==> config.mk <==
export PLATFORM = sky130hd
export DESIGN_NAME = nonogram_flow_ctrl_flat
export DESIGN_NICKNAME = d
export VERILOG_FILES = /design/src/rtl/nonogram_pkg.sv /design/src/rtl/nonogram_flow_ctrl_if.sv /design/src/rtl/nonogram_watchdog.sv /design/src/rtl/nonogram_flow_ctrl.sv /design/src/flat_wrapper.sv
export SDC_FILE = /design/constraint.sdc
export NUM_CORES = 1
export LEC_CHECK = 0
export ABC_AREA = 1
export BUFFER_PORTS_ARGS = -buffer_cell sky130_fd_sc_hd__clkbuf_2
export CAP_MARGIN = 25
export CORE_AREA = 2 2 85 119
export DETAILED_ROUTE_END_ITERATION = 6
export DIE_AREA = 0 0 87 121
export SYNTH_ARGS = -nofsm -noshare
export SYNTH_HDL_FRONTEND = slang
export SYNTH_SLANG_ARGS = --single-unit
export TNS_END_PERCENT = 20
==> constraint.sdc <==
create_clock -name clk -period 2.85 [get_ports clk]
set_clock_uncertainty 0.1 [all_clocks]
set_input_delay 0.57 -clock clk [delete_from_list [all_inputs] [get_ports clk]]
set_output_delay 0.57 -clock clk [all_outputs]
set_load 0.005 [all_outputs]
==> src/rtl/nonogram_pkg.sv <==
// Shared definitions for the nonogram flow controller.
//   state_e          : top-level flow state, and its encoding is the phase output code
//   ERR_*            : err_code values reported while in FAULT
//   DEF_MAX_ROWS/COLS: default board dimension limits
package nonogram_pkg;

    typedef enum logic [1:0] {
        ST_RECEIVE  = 2'd0,
        ST_SOLVE    = 2'd1,
        ST_TRANSMIT = 2'd2,
        ST_FAULT    = 2'd3
    } state_e;

    localparam logic [2:0] ERR_NONE    = 3'd0;
    localparam logic [2:0] ERR_OVF     = 3'd1;
    localparam logic [2:0] ERR_UNSOLV  = 3'd2;
    localparam logic [2:0] ERR_TIMEOUT = 3'd3;
    localparam logic [2:0] ERR_BAD_DIM = 3'd4;

    localparam int unsigned DEF_MAX_ROWS = 11;
    localparam int unsigned DEF_MAX_COLS = 11;

endpackage

==> src/rtl/nonogram_flow_ctrl_if.sv <==
// Line-FIFO write port shared between the flow controller and the FIFO.
//   fifo_wr_en : write strobe (controller -> FIFO)
//   fifo_din   : write data, LINE_W bits (controller -> FIFO)
//   fifo_flush : synchronous clear pulse (controller -> FIFO)
//   fifo_full  : FIFO cannot accept a write (FIFO -> controller)
interface nonogram_flow_ctrl_if #(
    parameter int unsigned LINE_W = 16
);
    logic              fifo_wr_en;
    logic [LINE_W-1:0] fifo_din;
    logic              fifo_flush;
    logic              fifo_full;

    modport master (
        output fifo_wr_en,
        output fifo_din,
        output fifo_flush,
        input  fifo_full
    );

    modport slave (
        input  fifo_wr_en,
        input  fifo_din,
        input  fifo_flush,
        output fifo_full
    );
endinterface

==> src/rtl/nonogram_watchdog.sv <==
// Clear/enable counter that flags expiry on the LIMIT-th enabled cycle.
//   clk, rst_n : clock, asynchronous active-low reset
//   i_clear    : force count to zero (wins over i_enable)
//   i_enable   : count this cycle
//   o_expire   : high in the enabled cycle whose count is LIMIT-1
module nonogram_watchdog #(
    parameter int unsigned LIMIT = 16
) (
    input  logic clk,
    input  logic rst_n,
    input  logic i_clear,
    input  logic i_enable,
    output logic o_expire
);
    localparam int unsigned CW = (LIMIT > 2) ? $clog2(LIMIT) : 1;
    localparam logic [CW-1:0] TERM = CW'(LIMIT - 1);

    logic [CW-1:0] r_cnt;

    always_ff @(posedge clk or negedge rst_n) begin
        if (!rst_n) begin
            r_cnt <= '0;
        end else if (i_clear) begin
            r_cnt <= '0;
        end else if (i_enable && (r_cnt != TERM)) begin
            r_cnt <= r_cnt + CW'(1);
        end
    end

    assign o_expire = i_enable && (r_cnt == TERM);
endmodule

==> src/rtl/nonogram_flow_ctrl.sv <==
// Sequences one nonogram board through receive -> solve -> transmit, muxes
// the parser/solver line writes onto the shared FIFO and traps faults.
//   clk, rst_n              : clock, asynchronous active-low reset
//   parse_* / solve_*       : line-write sources and board-parsed pulse
//   solved/unsolvable       : solver result pulses
//   assembled               : transmit of current board complete
//   clear_err               : leave FAULT
//   rx_valid/rx_byte, tx_done/tx_byte : byte tap captured into disp
//   fifo                    : line-FIFO write port (master side)
//   solve_start/asm_start   : first-cycle pulses of SOLVE / TRANSMIT
//   rows_q/cols_q           : dimensions of the accepted board
//   phase, err_code, boards_done, disp : status
module nonogram_flow_ctrl
    import nonogram_pkg::*;
#(
    parameter int unsigned MAX_ROWS       = DEF_MAX_ROWS,
    parameter int unsigned MAX_COLS       = DEF_MAX_COLS,
    parameter int unsigned LINE_W         = 16,
    parameter int unsigned TIMEOUT_CYCLES = 50_000_000
) (
    input  logic                            clk,
    input  logic                            rst_n,
    input  logic                            parse_done,
    input  logic                            parse_write,
    input  logic [LINE_W-1:0]               parse_line,
    input  logic [$clog2(MAX_ROWS+1)-1:0]   parse_rows,
    input  logic [$clog2(MAX_COLS+1)-1:0]   parse_cols,
    input  logic                            solve_write,
    input  logic [LINE_W-1:0]               solve_line,
    input  logic                            solved,
    input  logic                            unsolvable,
    input  logic                            assembled,
    input  logic                            clear_err,
    input  logic                            rx_valid,
    input  logic [7:0]                      rx_byte,
    input  logic                            tx_done,
    input  logic [7:0]                      tx_byte,
    nonogram_flow_ctrl_if.master            fifo,
    output logic                            solve_start,
    output logic                            asm_start,
    output logic [$clog2(MAX_ROWS+1)-1:0]   rows_q,
    output logic [$clog2(MAX_COLS+1)-1:0]   cols_q,
    output logic [1:0]                      phase,
    output logic [2:0]                      err_code,
    output logic [7:0]                      boards_done,
    output logic [7:0]                      disp
);
    localparam int unsigned RW = $clog2(MAX_ROWS + 1);
    localparam int unsigned CW = $clog2(MAX_COLS + 1);
    localparam logic [RW-1:0] ROWS_MAX = RW'(MAX_ROWS);
    localparam logic [CW-1:0] COLS_MAX = CW'(MAX_COLS);

    state_e            r_state, w_next;
    logic [2:0]        r_err, w_err_next;
    logic [RW-1:0]     r_rows;
    logic [CW-1:0]     r_cols;
    logic [7:0]        r_boards, r_disp;
    logic              r_solve_start, r_asm_start, r_flush;
    logic              w_wr_req, w_ovf, w_dims_ok, w_load_dim, w_bump, w_expire;
    logic [LINE_W-1:0] w_wr_line;

    nonogram_watchdog #(
        .LIMIT (TIMEOUT_CYCLES)
    ) u_watchdog (
        .clk      (clk),
        .rst_n    (rst_n),
        .i_clear  (r_state != ST_SOLVE),
        .i_enable (r_state == ST_SOLVE),
        .o_expire (w_expire)
    );

    assign w_dims_ok = (parse_rows != '0) && (parse_rows <= ROWS_MAX) &&
                       (parse_cols != '0) && (parse_cols <= COLS_MAX);

    always_comb begin
        w_wr_req  = 1'b0;
        w_wr_line = '0;
        case (r_state)
            ST_RECEIVE: begin
                w_wr_req  = parse_write;
                w_wr_line = parse_line;
            end
            ST_SOLVE: begin
                w_wr_req  = solve_write;
                w_wr_line = solve_line;
            end
            default: ;
        endcase
    end

    assign w_ovf           = w_wr_req & fifo.fifo_full;
    assign fifo.fifo_wr_en = w_wr_req & ~fifo.fifo_full;
    assign fifo.fifo_din   = w_wr_line;
    assign fifo.fifo_flush = r_flush;

    // Overflow is tested first in every state that can write, so it outranks
    // parse_done/solved arriving in the same cycle.
    always_comb begin
        w_next     = r_state;
        w_err_next = r_err;
        w_load_dim = 1'b0;
        w_bump     = 1'b0;
        case (r_state)
            ST_RECEIVE: begin
                if (w_ovf) begin
                    w_next     = ST_FAULT;
                    w_err_next = ERR_OVF;
                end else if (parse_done) begin
                    if (w_dims_ok) begin
                        w_next     = ST_SOLVE;
                        w_load_dim = 1'b1;
                    end else begin
                        w_next     = ST_FAULT;
                        w_err_next = ERR_BAD_DIM;
                    end
                end
            end
            ST_SOLVE: begin
                if (w_ovf) begin
                    w_next     = ST_FAULT;
                    w_err_next = ERR_OVF;
                end else if (solved) begin
                    w_next = ST_TRANSMIT;
                end else if (unsolvable) begin
                    w_next     = ST_FAULT;
                    w_err_next = ERR_UNSOLV;
                end else if (w_expire) begin
                    w_next     = ST_FAULT;
                    w_err_next = ERR_TIMEOUT;
                end
            end
            ST_TRANSMIT: begin
                if (assembled) begin
                    w_next = ST_RECEIVE;
                    w_bump = 1'b1;
                end
            end
            ST_FAULT: begin
                if (clear_err) begin
                    w_next     = ST_RECEIVE;
                    w_err_next = ERR_NONE;
                end
            end
            default: w_next = ST_RECEIVE;
        endcase
    end

    // Pulses are registered from the transition so they coincide with the
    // first cycle of the new state.
    always_ff @(posedge clk or negedge rst_n) begin
        if (!rst_n) begin
            r_state       <= ST_RECEIVE;
            r_err         <= ERR_NONE;
            r_rows        <= '0;
            r_cols        <= '0;
            r_boards      <= '0;
            r_disp        <= '0;
            r_solve_start <= 1'b0;
            r_asm_start   <= 1'b0;
            r_flush       <= 1'b0;
        end else begin
            r_state       <= w_next;
            r_err         <= w_err_next;
            r_solve_start <= (w_next != r_state) && (w_next == ST_SOLVE);
            r_asm_start   <= (w_next != r_state) && (w_next == ST_TRANSMIT);
            r_flush       <= (w_next != r_state) &&
                             ((w_next == ST_TRANSMIT) || (w_next == ST_FAULT) ||
                              ((w_next == ST_RECEIVE) && (r_state == ST_FAULT)));
            if (w_load_dim) begin
                r_rows <= parse_rows;
                r_cols <= parse_cols;
            end
            if (w_bump && (r_boards != '1)) begin
                r_boards <= r_boards + 8'd1;
            end
            if (rx_valid) begin
                r_disp <= rx_byte;
            end else if (tx_done) begin
                r_disp <= tx_byte;
            end
        end
    end

    assign phase       = r_state;
    assign err_code    = r_err;
    assign rows_q      = r_rows;
    assign cols_q      = r_cols;
    assign boards_done = r_boards;
    assign disp        = r_disp;
    assign solve_start = r_solve_start;
    assign asm_start   = r_asm_start;
endmodule

==> src/flat_wrapper.sv <==
// flat-port wrapper written by rule: the top's interface ports become plain ports
module nonogram_flow_ctrl_flat import nonogram_pkg::*;
#(
    parameter int unsigned MAX_ROWS       = DEF_MAX_ROWS,
    parameter int unsigned MAX_COLS       = DEF_MAX_COLS,
    parameter int unsigned LINE_W         = 16,
    parameter int unsigned TIMEOUT_CYCLES = 50_000_000
)
  (clk, rst_n, parse_done, parse_write, parse_line, parse_rows, parse_cols, solve_write, solve_line, solved, unsolvable, assembled, clear_err, rx_valid, rx_byte, tx_done, tx_byte, solve_start, asm_start, rows_q, cols_q, phase, err_code, boards_done, disp, fifo_fifo_wr_en, fifo_fifo_din, fifo_fifo_flush, fifo_fifo_full);
  nonogram_flow_ctrl_if #(.LINE_W(LINE_W)) fifo_i ();
  input  logic clk;
  input  logic rst_n;
  input  logic parse_done;
  input  logic parse_write;
  input  logic [LINE_W-1:0] parse_line;
  input  logic [$clog2(MAX_ROWS+1)-1:0] parse_rows;
  input  logic [$clog2(MAX_COLS+1)-1:0] parse_cols;
  input  logic solve_write;
  input  logic [LINE_W-1:0] solve_line;
  input  logic solved;
  input  logic unsolvable;
  input  logic assembled;
  input  logic clear_err;
  input  logic rx_valid;
  input  logic [7:0] rx_byte;
  input  logic tx_done;
  input  logic [7:0] tx_byte;
  output logic solve_start;
  output logic asm_start;
  output logic [$clog2(MAX_ROWS+1)-1:0] rows_q;
  output logic [$clog2(MAX_COLS+1)-1:0] cols_q;
  output logic [1:0] phase;
  output logic [2:0] err_code;
  output logic [7:0] boards_done;
  output logic [7:0] disp;
  output wire logic [$bits(fifo_i.fifo_wr_en)-1:0] fifo_fifo_wr_en;
  output wire logic [$bits(fifo_i.fifo_din)-1:0] fifo_fifo_din;
  output wire logic [$bits(fifo_i.fifo_flush)-1:0] fifo_fifo_flush;
  input wire logic [$bits(fifo_i.fifo_full)-1:0] fifo_fifo_full;
  assign fifo_fifo_wr_en = fifo_i.fifo_wr_en;
  assign fifo_fifo_din = fifo_i.fifo_din;
  assign fifo_fifo_flush = fifo_i.fifo_flush;
  assign fifo_i.fifo_full = fifo_fifo_full;
  nonogram_flow_ctrl #(.MAX_ROWS(MAX_ROWS), .MAX_COLS(MAX_COLS), .LINE_W(LINE_W), .TIMEOUT_CYCLES(TIMEOUT_CYCLES)) u_core (.clk(clk), .rst_n(rst_n), .parse_done(parse_done), .parse_write(parse_write), .parse_line(parse_line), .parse_rows(parse_rows), .parse_cols(parse_cols), .solve_write(solve_write), .solve_line(solve_line), .solved(solved), .unsolvable(unsolvable), .assembled(assembled), .clear_err(clear_err), .rx_valid(rx_valid), .rx_byte(rx_byte), .tx_done(tx_done), .tx_byte(tx_byte), .fifo(fifo_i), .solve_start(solve_start), .asm_start(asm_start), .rows_q(rows_q), .cols_q(cols_q), .phase(phase), .err_code(err_code), .boards_done(boards_done), .disp(disp));
endmodule
==> flow_metrics.py, run 1 <==
metrics = {
    "clock_tree": {
        "path_clk_slew_ps": 60,
        "cts.sinks": 58,
        "cts_hold_buffers": 0,
        "worstSkewPairLatency_ps": 330,
        "cts_setup_buffers": 0,
        "ctsResizeCount": 0,
        "cts_made_buffers": 9,
        "cts_htree_levels": 3,
        "cts_root_buf": "clkbuf_16",
        "clk_path_buf_depth": 2,
        "cts_tree": "built",
    },
    "sta": {
        "slew-limit-headroom": 0.4418,
        "tightest_slew_ps": 837.3,
        "hold_violations": 0,
        "fmax_mhz": 423.7,
        "rsz0062_at_grt": "no",
        "fin_tns_setup_ps": 0,
        "whs_ps": 235.4,
        "setup_viol": 0,
        "finalCritPeriodShare": 0.8282,
        "min_period_ps": 2360,
        "fin_ws_ps": 489.6,
        "drv_slew": 0,
    },
    "worst_setup_path": {
        "crit_start": "u_core.phase[0]",
        "worstReg2RegStart": "u_core.phase[0]",
        "arrival_ps": 1690,
        "critical_path_class": "reg -> out",
        "worstSetupEndpointType": "output pin",
        "critPathRequiredTime_ps": 2180,
        "crit_path_start_kind": "register",
        "cp_max_fo": 19,
        "rrSetupSlack_ps": 800,
    },
    "worst_hold_path": {
        "hp-class": "in -> async",
    },
    "routing": {
        "vias_per_cell": 4.892,
        "drtIter0Drc": 164,
        "first_pass_iters": 4,
        "routed_wl_um": 8714,
        "vias": 3219,
        "route.detailed.drc": 0,
        "drtAntennaViolNets": 0,
        "wire_per_inst_um": 13.24,
    },
    "place": {
        "dp_cells": 642,
        "gp_congestion": 0.8812,
        "place_ws_ps": 797.0,
        "hpwl_um": 6868,
        "port_buffers": 116,
    },
    "yosys": {
        "postSynthAreaPerCell_um2": 7.746,
        "synth-async-reset-ratio": 1.000,
        "synth_nets": 489,
        "synth_top_area_frac": 0.4472,
        "synth-main-ff-cell": "dfrtp_1",
        "ys_warn_count": 0,
        "synth-seq-cells": 58,
        "synth_edf_count": 0,
        "syn_area_mm2": 0.003246,
        "ys_seq_area_frac": 0.4472,
        "yosys-top-cells-area": "dfrtp_1, nand2_1, nor2_1",
        "syn_inst": 419,
        "synthDistinctLibCells": 30,
        "synth_top_cell_by_area": "dfrtp_1",
    },
    "floorplan": {
        "core_mm2": 0.009407,
        "die_w_um": 87,
        "die-area_mm2": 0.01053,
        "pin_count": 117,
        "initial_core_util": 0.3450,
        "die_h_um": 121,
        "row_count": 42,
    },
    "finish": {
        "ff_latch_area_mm2": 0.001451,
        "multi_input_area_mm2": 0.001583,
        "layout.nets": 613,
        "syn_to_final_growth_pct": 31.50,
        "n_fill_cell": 947,
        "antenna_cells": 0,
        "layout_commonest_cell": "clkbuf_2",
        "layout_common_cells": "clkbuf_2, nand2_1, dfrtp_1",
        "drive_above_1_share": 0.2755,
        "final_cells": 658,
    },
    "grt": {
        "grt_pass1_wl_um": 14680,
        "grt_max_degree": 34,
        "grt_usage": 0.1766,
        "antenna_found_initial": 0,
        "first_global_vias": 3239,
        "grt_overflow": 0,
    },
    "flow_run": {
        "cap_violations": 0,
    },
    "run_status": {
        "status": "finished, final reports clean",
    },
    "power": {
        "p_per_area_mw_per_mm2": 779.6,
        "p_leak_nw": 2.148,
        "peakVddDrop_v": 0.0004002,
    },
}
==> cells by family after synthesis <==
group / share of synthesized area
xor gates and xnor gates: 0.06207
AOI/OAI and AO/OA: 0.09561
and+or+nand+nor: 0.3223
buffers and inverters: 0.06515
DFF: 0.4472
adders and majority gates: 0.007709
==> Yosys cell counts (2+ instances only) <==
master    instances
o21ai_0           9
a21oi_1           9
o21ai_1           4
inv_1            46
a22o_1           16
clkbuf_1          3
dfrtp_1          58
xnor2_1           9
nand4_1          14
nor3_2            2
ha_1              2
nor2_4            2
nand3_1          25
nor3_1           13
a31oi_1           2
nand2_2           5
xor2_1           14
nor4_1            3
nand2_1         113
buf_2             4
nor2_1           57
==> routing by layer <==
metal	global-route usage	vias to the layer above	part of all wire	wire length (um)
li1	-	1616	-	-
met1	0.2043	1487	0.40	3481
met2	0.2991	100	0.52	4504
met3	0.05918	16	0.059	516
met4	0.06445	0	0.024	211
met5	0	-	0	0
==> power breakdown <==
group / internal (W) / switching (W) / leakage (nW)
clock network: 0.000699 / 0.000390 / 0.141
registers: 0.000977 / 0.000131 / 0.767
logic: 0.000478 / 0.000653 / 1.24
total: 0.00215 / 0.00117 / 2.15
==> stage by stage <==
step	total power [W]	cell area, um2	util
2_1_floorplan	0.001788	3246	-
3_5_place_dp	0.002267	3963	0.4213
3_3_place_gp	0.002255	3963	0.4213
5_1_grt	0.003568	4268	0.4537
4_1_cts	0.003373	4268	0.4537
6_report	0.003327	4268	0.4537
==> critical path: stages, from the launching register on <==
cell and delay (ps):
dfrtp_1 480, nor2_4 410, nand2_2 110, o21ai_4 100, inv_1 50, nor2_1 80
clkbuf_2 120
==> final cells by class <==
cell class	count	area share
Clock inverter	6	0.01554
Multi-Input combinational cell	307	0.3709
Inverter	46	0.04046
Timing Repair Buffer	121	0.1448
Clock buffer	10	0.05600
Sequential cell	58	0.3401
Tap cell	110	0.03225
==> final timing paths <==
check / endpoint / cells after the start
setup / recovery: fifo_fifo_wr_en / 6
hold / removal: u_core.u_watchdog.r_cnt[5] / 1
setup reg to reg: u_core.err_code[0] / 10
hold reg to reg: u_core.cols_q[0] / 2
max in group asynchronous: u_core.boards_done[2] / 2
min in group clk: u_core.disp[2] / 3
==> sequential cells by signal, indices dropped and copies added (netlist names) <==
| register | cells |
|---|---|
| u_core.fifo.fifo_flush | 1 |
| u_core.rows_q | 4 |
| u_core.phase | 2 |
| u_core.solve_start | 1 |
| u_core.u_watchdog.r_cnt | 26 |
| u_core.boards_done | 8 |
| u_core.disp | 8 |
| u_core.err_code | 3 |
| u_core.cols_q | 4 |
| u_core.asm_start | 1 |
Power figures use the tool's default switching activity.
==> run 2: changes to the inputs <==
Clock period 2.85 ns to 2.4 ns, I/O delays scaled along.
==> flow_metrics.py, run 2 (same netlist as run 1, synthesis figures left out) <==
metrics = {
    "run_status": {
        "status": "finished, final reports clean",
    },
    "sta": {
        "min_period_ps": 2262,
        "whs_ps": 183.9,
        "tightest_slew_ps": 730.1,
        "drv_slew": 0,
        "setup_viol": 0,
        "rsz0062_at_grt": "no",
        "slew-limit-headroom": 0.5133,
        "finalCritPeriodShare": 0.9426,
        "hold_violations": 0,
        "fin_tns_setup_ps": 0,
        "fmax_mhz": 442.1,
    },
    "routing": {
        "wire_per_inst_um": 13.27,
        "drtAntennaViolNets": 0,
        "vias_per_cell": 4.887,
        "first_pass_iters": 5,
        "route.detailed.drc": 0,
        "routed_wl_um": 8703,
        "vias": 3206,
        "drtIter0Drc": 243,
    },
    "clock_tree": {
        "cts_made_buffers": 9,
        "cts_setup_buffers": 0,
        "cts_root_buf": "clkbuf_16",
        "cts_hold_buffers": 0,
        "path_clk_slew_ps": 50,
        "ctsResizeCount": 0,
        "cts_tree": "built",
        "cts_htree_levels": 3,
        "cts.sinks": 58,
        "clk_path_buf_depth": 2,
        "worstSkewPairLatency_ps": 330,
    },
    "grt": {
        "grt_max_degree": 59,
        "grt_pass1_wl_um": 14480,
        "antenna_found_initial": 0,
        "grt_usage": 0.1747,
        "first_global_vias": 3203,
        "grt_overflow": 0,
    },
    "worst_setup_path": {
        "worstSetupEndpointType": "output pin",
        "reg2reg_to": "u_core.rows_q[1]",
        "crit_path_start_kind": "register",
        "max_stage_delay_ps": 450,
        "worstPathCellList": "inv_1, nand2_2, clkinvlp_4, a22o_1, clkbuf_2",
        "cp_max_fo": 21,
        "reg2reg_depth": 9,
        "rrSetupSlack_ps": 400,
        "critPathRequiredTime_ps": 1820,
        "crit_slowest_cell": "dfrtp_1",
        "arrival_ps": 1680,
        "worstReg2RegStart": "u_core.phase[1]",
        "critical_path_class": "reg -> out",
    },
    "place": {
        "gp_congestion": 0.9659,
        "port_buffers": 116,
        "hpwl_um": 6775,
    },
    "floorplan": {
        "pin_count": 117,
        "initial_core_util": 0.3450,
        "die_h_um": 121,
        "die_w_um": 87,
        "die-area_mm2": 0.01053,
        "core_mm2": 0.009407,
        "row_count": 42,
    },
    "finish": {
        "layout_commonest_cell": "clkbuf_2",
        "syn_to_final_growth_pct": 31.77,
        "layout.nets": 612,
        "drive_above_1_share": 0.2747,
        "antenna_cells": 0,
        "finish.utilization": 0.4546,
        "layout_common_cells": "clkbuf_2, nand2_1, dfrtp_1",
        "largest_reg_flops": 26,
        "top_register": "u_core.u_watchdog.r_cnt",
    },
    "worst_hold_path": {
        "hp-class": "in -> async",
    },
    "power": {
        "p_per_area_mw_per_mm2": 942.5,
        "power_w": 0.004031,
        "peakVddDrop_v": 0.0004844,
        "p_leak_nw": 2.152,
    },
    "flow_run": {
        "cap_violations": 0,
    },
}
[run 2: cell types whose count changed in the layout (fill, tap and decap cells not counted), sizes merged]
cell	before	now
clkinvlp	3	1
buf	5	4
bufinv	1	2
clkinv	2	3
inv	46	45
[run 2: how the worst max path moves through the flow]
stage / start / end / slack (ps) / cells after the start
after floorplan: u_core.phase[1] / fifo_fifo_din[0] / 640 / 6
after global placement: parse_rows[3] / u_core.rows_q[1] / 400 / 9
after detailed placement: parse_rows[3] / u_core.rows_q[1] / 330 / 9
after CTS: u_core.phase[1] / fifo_fifo_din[0] / 60 / 5
after global routing: u_core.phase[1] / fifo_fifo_din[0] / 3 / 5
final: u_core.phase[1] / fifo_fifo_din[0] / 140 / 5
[run 2: routing by layer]
layer | routed length [um] | up-vias | GRT usage
li1 | - | 1605 | -
met3 | 570 | 21 | 0.04830
met5 | 0 | - | 0
met2 | 4457 | 122 | 0.2910
met1 | 3415 | 1458 | 0.2023
met4 | 259 | 0 | 0.08789
[run 2: through the flow]
| step | setup WS, ps | std cells | area (um2) |
|---|---|---|---|
| 2_1_floorplan | 642.7 | 419 | 3246 |
| 3_3_place_gp | 396.8 | 641 | 3955 |
| 3_5_place_dp | 334.6 | 641 | 3955 |
| 4_1_cts | 62.88 | 656 | 4273 |
| 5_1_grt | 2.774 | 656 | 4277 |
| 6_report | 137.8 | 656 | 4277 |
[run 2: layout make-up]
| cell class | count | area, um2 |
|---|---|---|
| fill | 917 | 5130 |
| multi-input combinational | 307 | 1583 |
| timing repair buffer | 120 | 610.6 |
| tap | 110 | 137.6 |
| sequential | 58 | 1451 |
| clock buffer | 10 | 239.0 |
| inverter | 46 | 176.4 |
| clock inverter | 5 | 78.83 |
[run 2: critical path: cells and delay by family, from the launching register on]
| kind | cells | cell delay, ps |
|---|---|---|
| and+or+nand+nor | 1 | 90 |
| DFF | 1 | 450 |
| buffers and inverters | 3 | 510 |
| AOI/OAI and AO/OA | 1 | 290 |
[run 2: where the power goes]
group | switching (W) | leakage [nW] | internal, W
registers | 0.000153 | 0.767 | 0.00116
clock network | 0.000448 | 0.158 | 0.000927
logic | 0.000763 | 1.23 | 0.000580
total | 0.00136 | 2.15 | 0.00267
==> run 3: changes to the inputs <==
Settings changed: CELL_PAD_IN_SITES_DETAIL_PLACEMENT from default to 1, CELL_PAD_IN_SITES_GLOBAL_PLACEMENT from default to 2, CORE_AREA 2 2 85 119 to 2 2 96 135, DIE_AREA 0 0 87 121 to 0 0 98 137, PLACE_DENSITY_LB_ADDON from default to 0.1.
==> flow_metrics.py, run 3 (same netlist as run 1, synthesis figures left out) <==
metrics = {
    "sta": {
        "rsz0062_at_grt": "no",
        "fmax_mhz": 464.3,
        "finalCritPeriodShare": 0.8974,
        "drv_slew": 0,
        "tightest_slew_ps": 540.7,
        "setup_viol": 0,
        "hold_violations": 0,
        "slew-limit-headroom": 0.6382,
        "fin_tns_setup_ps": 0,
        "min_period_ps": 2154,
    },
    "routing": {
        "drtAntennaViolNets": 0,
        "routed_wl_um": 10670,
        "wire_per_inst_um": 15.30,
        "vias": 3205,
        "vias_per_cell": 4.598,
        "first_pass_iters": 4,
        "route.detailed.drc": 0,
        "drtIter0Drc": 64,
    },
    "worst_setup_path": {
        "worstPathCellList": "inv_1, nand2_2, clkinvlp_4, buf_12, a22o_1, clkbuf_2",
        "max_stage_delay_ps": 440,
        "critical_path_class": "reg -> out",
        "path_buf_inv": 4,
        "crit_path_start_kind": "register",
        "reg2reg_depth": 12,
        "critPathRequiredTime_ps": 1820,
        "crit_slowest_cell": "dfrtp_1",
        "worstSetupEndpointType": "output pin",
        "critPathTopFamily": "buffers and inverters",
        "crit_start": "u_core.phase[1]",
        "arrival_ps": 1570,
        "worstReg2RegStart": "u_core.u_watchdog.r_cnt[1]",
        "reg2reg_to": "u_core.err_code[0]",
        "rrSetupSlack_ps": 480,
        "cp_max_fo": 19,
    },
    "grt": {
        "grt_overflow": 0,
        "grt_pass1_wl_um": 17660,
        "antenna_found_initial": 0,
        "first_global_vias": 3576,
        "grt_max_degree": 59,
        "grt_usage": 0.1650,
    },
    "finish": {
        "largest_reg_flops": 26,
        "drive_above_1_share": 0.2761,
        "fin_area_mm2": 0.004328,
        "finish.utilization": 0.3550,
        "syn_to_final_growth_pct": 33.35,
        "layout.nets": 614,
        "antenna_cells": 0,
        "n_fill_cell": 1525,
        "layout_common_cells": "clkbuf_2, nand2_1, dfrtp_1",
        "top_register": "u_core.u_watchdog.r_cnt",
        "layout_commonest_cell": "clkbuf_2",
    },
    "run_status": {
        "status": "finished, final reports clean",
    },
    "clock_tree": {
        "cts_made_buffers": 9,
        "cts.sinks": 58,
        "worstSkewPairLatency_ps": 330,
        "cts_tree": "built",
        "cts_htree_levels": 3,
        "cts_root_buf": "clkbuf_16",
        "path_clk_slew_ps": 50,
        "clk_path_buf_depth": 2,
    },
    "floorplan": {
        "row_count": 48,
        "initial_core_util": 0.2662,
        "die_w_um": 98,
        "pin_count": 117,
        "die-area_mm2": 0.01343,
        "core_mm2": 0.01219,
        "die_h_um": 137,
    },
    "flow_run": {
        "cap_violations": 0,
    },
    "power": {
        "p_per_area_mw_per_mm2": 914.0,
        "p_leak_nw": 2.149,
        "peakVddDrop_v": 0.0003165,
    },
    "place": {
        "post_dp_cell_area_mm2": 0.004025,
        "hpwl_um": 8393,
        "gp_congestion": 0.8310,
        "port_buffers": 116,
    },
    "worst_hold_path": {
        "hp-class": "in -> async",
    },
}
==> run 3: cell count changes in the layout (fill, tap and decap cells not counted), sizes merged <==
| cell | previous run | this run |
|---|---|---|
| clkbuf | 126 | 128 |
| clkinvlp | 1 | 2 |
| clkinv | 3 | 1 |
| buf | 4 | 6 |
| bufinv | 2 | 0 |
==> run 3: per-layer routing <==
metal / GRT usage / up-vias / part of all wire
li1: - / 1604 / -
met1: 0.1848 / 1525 / 0.39
met2: 0.3082 / 61 / 0.55
met3: 0.03371 / 15 / 0.036
met4: 0.05787 / 0 / 0.018
met5: 0 / - / 0
==> run 3: power by group <==
| part | switching (W) | internal, W | total [W] | leakage [nW] |
|---|---|---|---|---|
| Combinational | 0.000821 | 0.000622 | 0.00144 | 1.25 |
| Clock | 0.000429 | 0.000768 | 0.00120 | 0.137 |
| Sequential | 0.000155 | 0.00116 | 0.00132 | 0.767 |
==> run 3: worst max path at each step <==
stage / endpoint / slack (ps) / cells after the start
global route: fifo_fifo_din[9] / 130 / 6
global placement: u_core.rows_q[0] / 290 / 9
detailed placement: u_core.rows_q[0] / 300 / 9
floorplan: fifo_fifo_din[0] / 640 / 6
CTS: fifo_fifo_din[1] / 20 / 4
finish: fifo_fifo_din[7] / 250 / 6
==> run 3: timing repair <==
item                                    CTS  global route
setup buffers                             0             1
resized for setup                         0             1
hold buffers                              0             0
endpoints found under the setup margin    0            16
==> run 3: layout make-up <==
type,instances,area [um2],area share
multi-input combinational,307,1583,0.3657
sequential,58,1451,0.3354
timing repair buffer,122,650.6,0.1503
clock buffer,12,266.5,0.06158
tap,150,187.7,0.04337
inverter,46,176.4,0.04076
clock inverter,2,12.51,0.002891
==> run 3: per-stage QoR <==
step                      hold slack (ps)  setup slack, ps  std cells  total power (W)
after floorplan                     84.41            642.7        419         0.002123
after global placement              369.4            285.0        682         0.002753
after detailed placement            369.8            295.5        682         0.002773
after CTS                           70.59            24.30        696         0.004003
after global routing                90.09            134.3        697         0.004277
final                               65.03            246.2        697         0.003956
==> run 3: worst reg2reg max path, delay by kind of cell (launching register included) <==
kind | cells | cell delay (ps)
flops | 1 | 380
buf+inv | 1 | 100
fa+ha+maj | 1 | 230
simple gates | 10 | 990
